--- src/rtl/mem_arb_pkg.sv ---
// Shared encodings for the unified memory port arbiter.
// Holds the FSM state and transaction owner types plus the fairness counter width.
package mem_arb_pkg;

    typedef enum logic [1:0] {
        IDLE = 2'd0,
        BUSY = 2'd1,
        RESP = 2'd2
    } state_t;

    typedef enum logic [1:0] {
        NONE  = 2'd0,
        OWN_I = 2'd1,
        OWN_D = 2'd2
    } owner_t;

    // Wide enough for the largest allowed starvation limit (15).
    localparam int STARVE_CNT_W = 4;

endpackage

--- src/rtl/arb_grant_logic.sv ---
// Grant selection between fetch and data requesters, with the fetch-starvation counter.
// Data wins by default; after STARVE_LIMIT data grants with a fetch waiting, fetch is forced.
module arb_grant_logic
    import mem_arb_pkg::*;
#(
    parameter int STARVE_LIMIT = 4
) (
    input  logic clk,
    input  logic reset,
    input  logic enable,
    input  logic i_read,
    input  logic d_req,
    output logic grant_i,
    output logic grant_d
);

    localparam logic [STARVE_CNT_W-1:0] LIMIT = STARVE_CNT_W'(STARVE_LIMIT);

    logic [STARVE_CNT_W-1:0] starve_cnt;

    always_comb begin
        grant_d = enable && d_req && (!i_read || (starve_cnt < LIMIT));
        grant_i = enable && i_read && !grant_d;
    end

    always_ff @(posedge clk) begin
        if (reset) begin
            starve_cnt <= '0;
        end else if (grant_i) begin
            starve_cnt <= '0;
        end else if (grant_d && i_read && (starve_cnt != LIMIT)) begin
            starve_cnt <= starve_cnt + 1'b1;
        end
    end

endmodule

--- src/rtl/memory_arbiter.sv ---
// Shares one memory port between instruction fetch (read-only) and the MEM stage.
// IDLE grants, BUSY waits on M_BUSYWAIT, RESP releases the owner's stall for one cycle.
module memory_arbiter
    import mem_arb_pkg::*;
#(
    parameter int ADDR_W       = 32,
    parameter int DATA_W       = 32,
    parameter int STARVE_LIMIT = 4
) (
    input  logic              CLK,
    input  logic              RESET,
    input  logic              I_READ,
    input  logic [ADDR_W-1:0] I_ADDRESS,
    output logic [DATA_W-1:0] I_READDATA,
    output logic              I_BUSYWAIT,
    input  logic              D_READ,
    input  logic              D_WRITE,
    input  logic [ADDR_W-1:0] D_ADDRESS,
    input  logic [DATA_W-1:0] D_WRITEDATA,
    output logic [DATA_W-1:0] D_READDATA,
    output logic              D_BUSYWAIT,
    output logic              M_READ,
    output logic              M_WRITE,
    output logic [ADDR_W-1:0] M_ADDRESS,
    output logic [DATA_W-1:0] M_WRITEDATA,
    input  logic [DATA_W-1:0] M_READDATA,
    input  logic              M_BUSYWAIT
);

    state_t state;
    owner_t owner;
    logic   d_req;
    logic   grant_i;
    logic   grant_d;

    assign d_req = D_READ || D_WRITE;

    arb_grant_logic #(
        .STARVE_LIMIT(STARVE_LIMIT)
    ) u_grant (
        .clk    (CLK),
        .reset  (RESET),
        .enable (state == IDLE),
        .i_read (I_READ),
        .d_req  (d_req),
        .grant_i(grant_i),
        .grant_d(grant_d)
    );

    // Stalls release only in the owner's RESP cycle; a rising request stalls at once.
    always_comb begin
        I_BUSYWAIT = I_READ && !((state == RESP) && (owner == OWN_I));
        D_BUSYWAIT = d_req  && !((state == RESP) && (owner == OWN_D));
    end

    always_ff @(posedge CLK) begin
        if (RESET) begin
            state       <= IDLE;
            owner       <= NONE;
            M_READ      <= 1'b0;
            M_WRITE     <= 1'b0;
            M_ADDRESS   <= '0;
            M_WRITEDATA <= '0;
            I_READDATA  <= '0;
            D_READDATA  <= '0;
        end else begin
            case (state)
                IDLE: begin
                    if (grant_d) begin
                        // Read and write together is treated as a write.
                        owner       <= OWN_D;
                        M_ADDRESS   <= D_ADDRESS;
                        M_WRITEDATA <= D_WRITEDATA;
                        M_WRITE     <= D_WRITE;
                        M_READ      <= !D_WRITE;
                        state       <= BUSY;
                    end else if (grant_i) begin
                        owner     <= OWN_I;
                        M_ADDRESS <= I_ADDRESS;
                        M_WRITE   <= 1'b0;
                        M_READ    <= 1'b1;
                        state     <= BUSY;
                    end
                end
                BUSY: begin
                    if (!M_BUSYWAIT) begin
                        // A withdrawn request still completes, but its data is dropped.
                        case (owner)
                            OWN_I: if (I_READ) I_READDATA <= M_READDATA;
                            OWN_D: if (M_READ && D_READ) D_READDATA <= M_READDATA;
                            default: ;
                        endcase
                        M_READ  <= 1'b0;
                        M_WRITE <= 1'b0;
                        state   <= RESP;
                    end
                end
                RESP: begin
                    owner <= NONE;
                    state <= IDLE;
                end
                default: begin
                    owner   <= NONE;
                    M_READ  <= 1'b0;
                    M_WRITE <= 1'b0;
                    state   <= IDLE;
                end
            endcase
        end
    end

endmodule

--- config.mk ---
export PLATFORM = sky130hd
export DESIGN_NAME = memory_arbiter
export DESIGN_NICKNAME = d
export VERILOG_FILES = /design/src/rtl/mem_arb_pkg.sv /design/src/rtl/arb_grant_logic.sv /design/src/rtl/memory_arbiter.sv
export SDC_FILE = /design/constraint.sdc
export NUM_CORES = 1
export LEC_CHECK = 0
export CAP_MARGIN = 20
export CELL_PAD_IN_SITES_DETAIL_PLACEMENT = 1
export CELL_PAD_IN_SITES_GLOBAL_PLACEMENT = 2
export CORE_ASPECT_RATIO = 1.2
export CORE_MARGIN = 2
export CORE_UTILIZATION = 26
export CTS_CLUSTER_SIZE = 28
export DETAILED_ROUTE_END_ITERATION = 7
export GPL_ROUTABILITY_DRIVEN = 0
export PLACE_DENSITY = 0.95
export SLEW_MARGIN = 15
export SYNTH_ARGS = -nofsm -noshare
export SYNTH_HDL_FRONTEND = slang
export SYNTH_HIERARCHICAL = 1
export SYNTH_SLANG_ARGS = --single-unit
--- constraint.sdc ---
create_clock -name CLK -period 5.2 [get_ports CLK]
set_clock_uncertainty 0.1 [all_clocks]
set_input_delay 1.3 -clock CLK [delete_from_list [all_inputs] [get_ports CLK]]
set_output_delay 1.3 -clock CLK [all_outputs]
set_load 0.05 [all_outputs]
==> results.yml <==
cells_and_area:
  final_nets: 972
  syn_to_final_growth_pct: 57.0
  fin_area_mm2: 0.00919
  antenna_cells: 0
  drive_gt1_share_pct: 6.03
worst_setup_path:
  cp_max_fo: 3
  required_ns: 3.80
  crit_path_start_kind: "input port"
  rr_worst_depth: 7
  reg2reg_slack_ns: 2.17
  arrival_ns: 3.15
  crit_type: "input port to output pin"
  cp-end-kind: "output pin"
  r2r_start: "state[1]"
  rr_endpoint: "M_ADDRESS[26]"
die:
  core_mm2: 0.0223
  die_y_um: 168
  floorplan.initialDensity_pct: 26.2
  dieArea_mm2: 0.0237
  io_pins: 266
  dieWidth_um: 141
  num_rows: 60
cts:
  numCtsBuffers: 17
  cts_root_buf: "clkbuf_16"
  clockBufferDepth: 2
  postCtsHoldBufs: 0
  insertion_delay_ns: 0.40
  cts_num_sinks: 138
  ctsHtreeMaxLevel: 4
  post_cts_buffers: 0
  cts_resized: 0
  cts_tree: "yes"
  clkTransAtPathRegs_ns: 0.06
routing:
  drt_iter0_drc: 130
  dr.pass1.iters: 4
  drtAntennaViolNets: 0
  vias_per_cell: 4.54
  wire_per_inst_um: 16.1
  drc_errors: 0
  drt-total-wl_um: 18100
  via_count: 5110
yosys:
  ys.flop_type: "dfxtp_1"
  postSynthCellCount: 593
  synth_nets: 729
  synth_cell_types: 41
  ys_ff_latch: 138
  ys_seq_area_share_pct: 47.2
  syn_area_mm2: 0.00585
  synth-edff-count: 0
  avgSynthCellArea_um2: 9.87
  async_flop_share_pct: 0
  yosys_warnings: 6
run:
  drv_cap: 0
power_and_ir_drop:
  power.density_mw_per_mm2: 362
  power_leakage_nw: 3.51
  ir_drop_mv: 0.209
sta:
  fin_crit_sh_pct: 87.5
  fmax_ghz: 0.220
  fin_setup_tns_ns: 0
  setup_viol: 0
  rsz0062_at_grt: "false"
  finalHoldViolCount: 0
  tightest_slew_ns: 0.953
  slew_headroom_pct: 36.5
  maxSlewViolCount: 0
  layout_min_cycle_time_ns: 4.55
placement:
  hpwlAfterDp_um: 13000
  dpl_cell_area_mm2: 0.00859
  numPortBuffers: 265
min_path:
  whs_endpoint: "M_WRITEDATA[16]"
  hold_class: "flip-flop to flip-flop"
  hold_path_depth: 2
  hold_start: "M_WRITEDATA[16]"
grt:
  grt_pass1_vias: 5421
  overflow: 0
  grtUsageTotal_pct: 15.4
  grt_pass1_wl_um: 29000
  grt_max_degree: 134
  grt_antenna_before_repair: 0
run_status:
  status: "finished clean"
-- area by class of cell --
cell class	instances	area, um2
fill	2489	13100
multi-input combinational	402	2770
sequential	138	2760
timing repair buffer	272	2720
clock buffer	21	450
tap	279	349
clock inverter	8	123
inverter	5	20.0
-- layout by cell type, fill, tap and decap left out, types with 3 or more instances in the layout --
| cell type | netlist | routed |
|---|---|---|
| a211oi_2 | 3 | 3 |
| bufinv_16 | 0 | 3 |
| clkinvlp_4 | 0 | 3 |
| nor2b_1 | 4 | 4 |
| clkdlybuf4s50_1 | 0 | 264 |
| dfxtp_1 | 138 | 138 |
| or2_2 | 3 | 3 |
| clkinv_2 | 1 | 3 |
| buf_4 | 4 | 7 |
| nand2_1 | 68 | 68 |
| a211oi_1 | 29 | 29 |
| inv_1 | 4 | 4 |
| clkbuf_1 | 18 | 3 |
| nand2b_1 | 98 | 98 |
| clkbuf_16 | 0 | 17 |
| mux2i_1 | 96 | 96 |
| a21oi_1 | 68 | 68 |
-- critical path, stage by stage --
cell and delay, ns:
clkdlybuf4s50_1 0.54, or2_2 0.16, a21boi_0 0.24, clkdlybuf4s50_1 0.90
-- power breakdown --
group	internal [mW]	total (mW)	leakage [nW]	switching [mW]
Combinational	0.355	0.928	2.11	0.573
Sequential	1.15	1.19	1.13	0.0481
Clock	0.758	1.20	0.271	0.445
-- metal layers --
metal  GRT usage [%]  wire length, um  up-vias
met5               0                0        -
met1            17.7             7290     2423
met4            4.57              265        0
li1                -                -     2503
met3            4.95             1200       15
met2            27.2             9310      169
-- Yosys cell counts (3+ instances only) --
library cell | instances | area (um2)
or2_2 | 3 | 18.8
a211oi_1 | 29 | 218
dfxtp_1 | 138 | 2760
nand2_1 | 68 | 255
buf_4 | 4 | 30.0
a211oi_2 | 3 | 37.5
inv_1 | 4 | 15.0
a21oi_1 | 68 | 340
buf_6 | 9 | 101
nor2b_1 | 4 | 25.0
nand2b_1 | 98 | 613
mux2i_1 | 96 | 961
clkbuf_1 | 18 | 67.6
buf_2 | 15 | 75.1
-- stage by stage --
stage               power [mW]  setup WS (ns)  util (%)  std cells  hold slack, ns
global route              3.49          0.605      41.2       1125           0.373
detailed placement        2.16          0.626      38.5       1095           0.346
global placement          2.14          0.658      38.5       1095           0.341
floorplan                 1.82           1.26         -        593           0.350
finish                    3.32          0.650      41.2       1125           0.353
CTS                       3.38          0.623      41.1       1124           0.354
-- flip-flops by register name, indices dropped and copies added, names as in the netlist --
signal / count
state: 2
M_ADDRESS: 32
D_READDATA: 32
M_WRITE: 1
u_grant/starve_cnt: 4
M_WRITEDATA: 32
owner: 2
I_READDATA: 32
M_READ: 1
-- logic make-up after synthesis --
| kind of cell | share of synthesized area [%] |
|---|---|
| AND/OR/NAND/NOR | 18.8 |
| flip-flops | 47.2 |
| buffers and inverters | 5.62 |
| AO/OA/AOI/OAI | 11.5 |
| adder cells (fa/ha/maj) | 0.428 |
| multiplexers | 16.4 |
-- worst max path at each step --
stage | startpoint | to | cells after the start | slack (ns)
6_report | D_READ | D_BUSYWAIT | 4 | 0.65
5_1_grt | D_WRITE | D_BUSYWAIT | 4 | 0.61
4_1_cts | D_WRITE | D_BUSYWAIT | 4 | 0.62
3_5_place_dp | D_WRITE | D_BUSYWAIT | 4 | 0.63
3_3_place_gp | D_WRITE | D_BUSYWAIT | 4 | 0.66
2_1_floorplan | D_READ | D_BUSYWAIT | 2 | 1.26
Power figures use the tool's default switching activity.
==> RTL edit, RTL diff (same flow settings) <==
Re-encode `owner_t` (3 values) as one-hot, 3 bits wide.
--- a/src/rtl/mem_arb_pkg.sv
+++ b/src/rtl/mem_arb_pkg.sv
@@ -9,8 +9,8 @@
     } state_t;
 
-    typedef enum logic [1:0] {
-        NONE  = 2'd0,
-        OWN_I = 2'd1,
-        OWN_D = 2'd2
+    typedef enum logic [2:0] {
+        NONE  = 3'b001,
+        OWN_I = 3'b010,
+        OWN_D = 3'b100
     } owner_t;
 
Function: same outputs for any inputs over 4 cycles, from zero or initial values and one cycle with RESET high; so few cycles prove little.
==> RTL edit against the unedited design <==
Design area rose by 1.5%. Utilization is 0.78 points higher. Setup slack improved by 0.14 ns. Total power increased by 6.2%. Wire length shrank 0.40%. Non-clock buffer count up 2. Die area down 0.37%. Area after synthesis shrank 0.38%. Register-to-register slack better by 0.34 ns. Global-route usage decreased by 0.25 points. Sequential cell count up 1. Largest cell class is now sequential cells.
==> RTL edit: results (changes against the unedited design) <==
[detailed_routing]
first_iter_violations = 128  ; -1.5%
firstDrtPassIters = 4  ; unchanged
detail_route.wl_per_cell_um = 15.9  ; -1.2%
vias = 5143  ; +0.65%

[grt]
grt_max_degree = 132  ; -1.5%
grt_pass1_vias = 5241  ; -3.3%
grt_pass1_wl_mm = 28.3  ; -2.4%
antenna_found_initial = 0  ; unchanged
grt.total_usage = 0.151  ; -0.00253

[finish]
diodes = 0  ; unchanged
drive_gt1_frac = 0.0620  ; +0.00170
nets = 978  ; +0.62%
instances_no_fill = 1134  ; +0.80%

[synthesis]
synth_ff_type = dfxtp_1
avgSynthCellArea_um2 = 9.76  ; -1.1%
seq_area_frac_synth = 0.477  ; +0.00526
synthTopCellsByCount = 139 x dfxtp_1, 98 x nand2b_1, 96 x mux2i_1
synthesis.yosys.warnings = 6  ; unchanged
synth_nets = 733  ; +0.55%
synth_cell_types = 37  ; -9.8%
synth.area.top_cells = dfxtp_1 48%, mux2i_1 16%, nand2b_1 11%, a21oi_1 5.8%, nand2_1 4.4%
synthArstFlopShare = 0  ; unchanged

[cts]
cts-root-buf = clkbuf_16
ctsResizeCount = 0  ; unchanged
cts.reportedPaths.clkPinSlew_ns = 0.06  ; about the same
clk_latency_ns = 0.41
htreeDepth = 4  ; unchanged
cts.path.max_buffers = 2  ; unchanged
postCtsSetupBuffers = 0  ; unchanged
numCtsBuffers = 17  ; unchanged

[power_and_ir_drop]
leakage_uw = 0.00358  ; +1.9%
ir_drop_uv = 205  ; -1.8%

[critical_path]
cp.arrival_ns = 3.01  ; -0.14 ns
crit_fanout = 3  ; unchanged
cp-end-kind = primary output
rr_worst_depth = 7  ; unchanged

[outcome]
status = finished, final reports clean

[placed_design]
dp_slack_ns = 0.769  ; +0.142 ns
dp_hpwl_mm = 12.8  ; -1.3%
io_buffer_count = 265  ; unchanged

[sta]
tightest_slew_ns = 0.924  ; -0.0285 ns
hold_viol = 0  ; unchanged

[min_path]
min_path_type = reg -> reg
holdPathStages = 2  ; unchanged

[RTL edit: path summary, 6_finish.rpt]
| kind | from | to | slack, ns |
|---|---|---|---|
| hold reg to reg | M_WRITEDATA[6] | M_WRITEDATA[6] | 0.35 |
| hold / removal | M_WRITEDATA[6] | M_WRITEDATA[6] | 0.35 |
| setup / recovery | D_WRITE | D_BUSYWAIT | 0.79 |
| setup reg to reg | state[1] | M_ADDRESS[16] | 2.51 |
[RTL edit: cell families after synthesis]
| group | count (synthesis) | share of synthesized area |
|---|---|---|
| muxes | 96 | 0.165 |
| adders and majority gates | 2 | 0.00429 |
| DFF | 139 | 0.477 |
| and+or+nand+nor | 196 | 0.189 |
| AOI/OAI and AO/OA | 111 | 0.115 |
| buffers and inverters | 53 | 0.0496 |
[RTL edit: area by class of cell]
class / count / area (um^2)
Tap cell: 279 / 349
Timing Repair Buffer: 274 / 2730
Clock inverter: 13 / 238
Inverter: 5 / 18.8
Fill cell: 2492 / 12900
Sequential cell: 139 / 2780
Clock buffer: 19 / 443
Multi-Input combinational cell: 405 / 2770
[RTL edit: report_power, final]
| part | switching, uW | internal [uW] | leakage, uW |
|---|---|---|---|
| clock network | 489 | 918 | 0.000320 |
| logic | 564 | 353 | 0.00212 |
| registers | 51.9 | 1150 | 0.00113 |
[RTL edit: layer usage]
layer,track usage,vias to the layer above,routed length [um],part of all wire
li1,-,2534,-,-
met1,0.177,2418,7530,0.42
met2,0.257,171,8990,0.50
met3,0.0492,20,1070,0.060
met4,0.0583,0,395,0.022
met5,0,-,0,0
[RTL edit: worst max-delay path, stage by stage]
cell,delay (ns)
clkdlybuf4s50_1,0.54
or2_2,0.15
a21boi_0,0.16
clkdlybuf4s50_1,0.86
[RTL edit: through the flow]
step	cell area (um^2)	utilization
6_report	9330	0.420
5_1_grt	9330	0.420
4_1_cts	9310	0.419
3_5_place_dp	8630	0.388
3_3_place_gp	8630	0.388
2_1_floorplan	5830	-
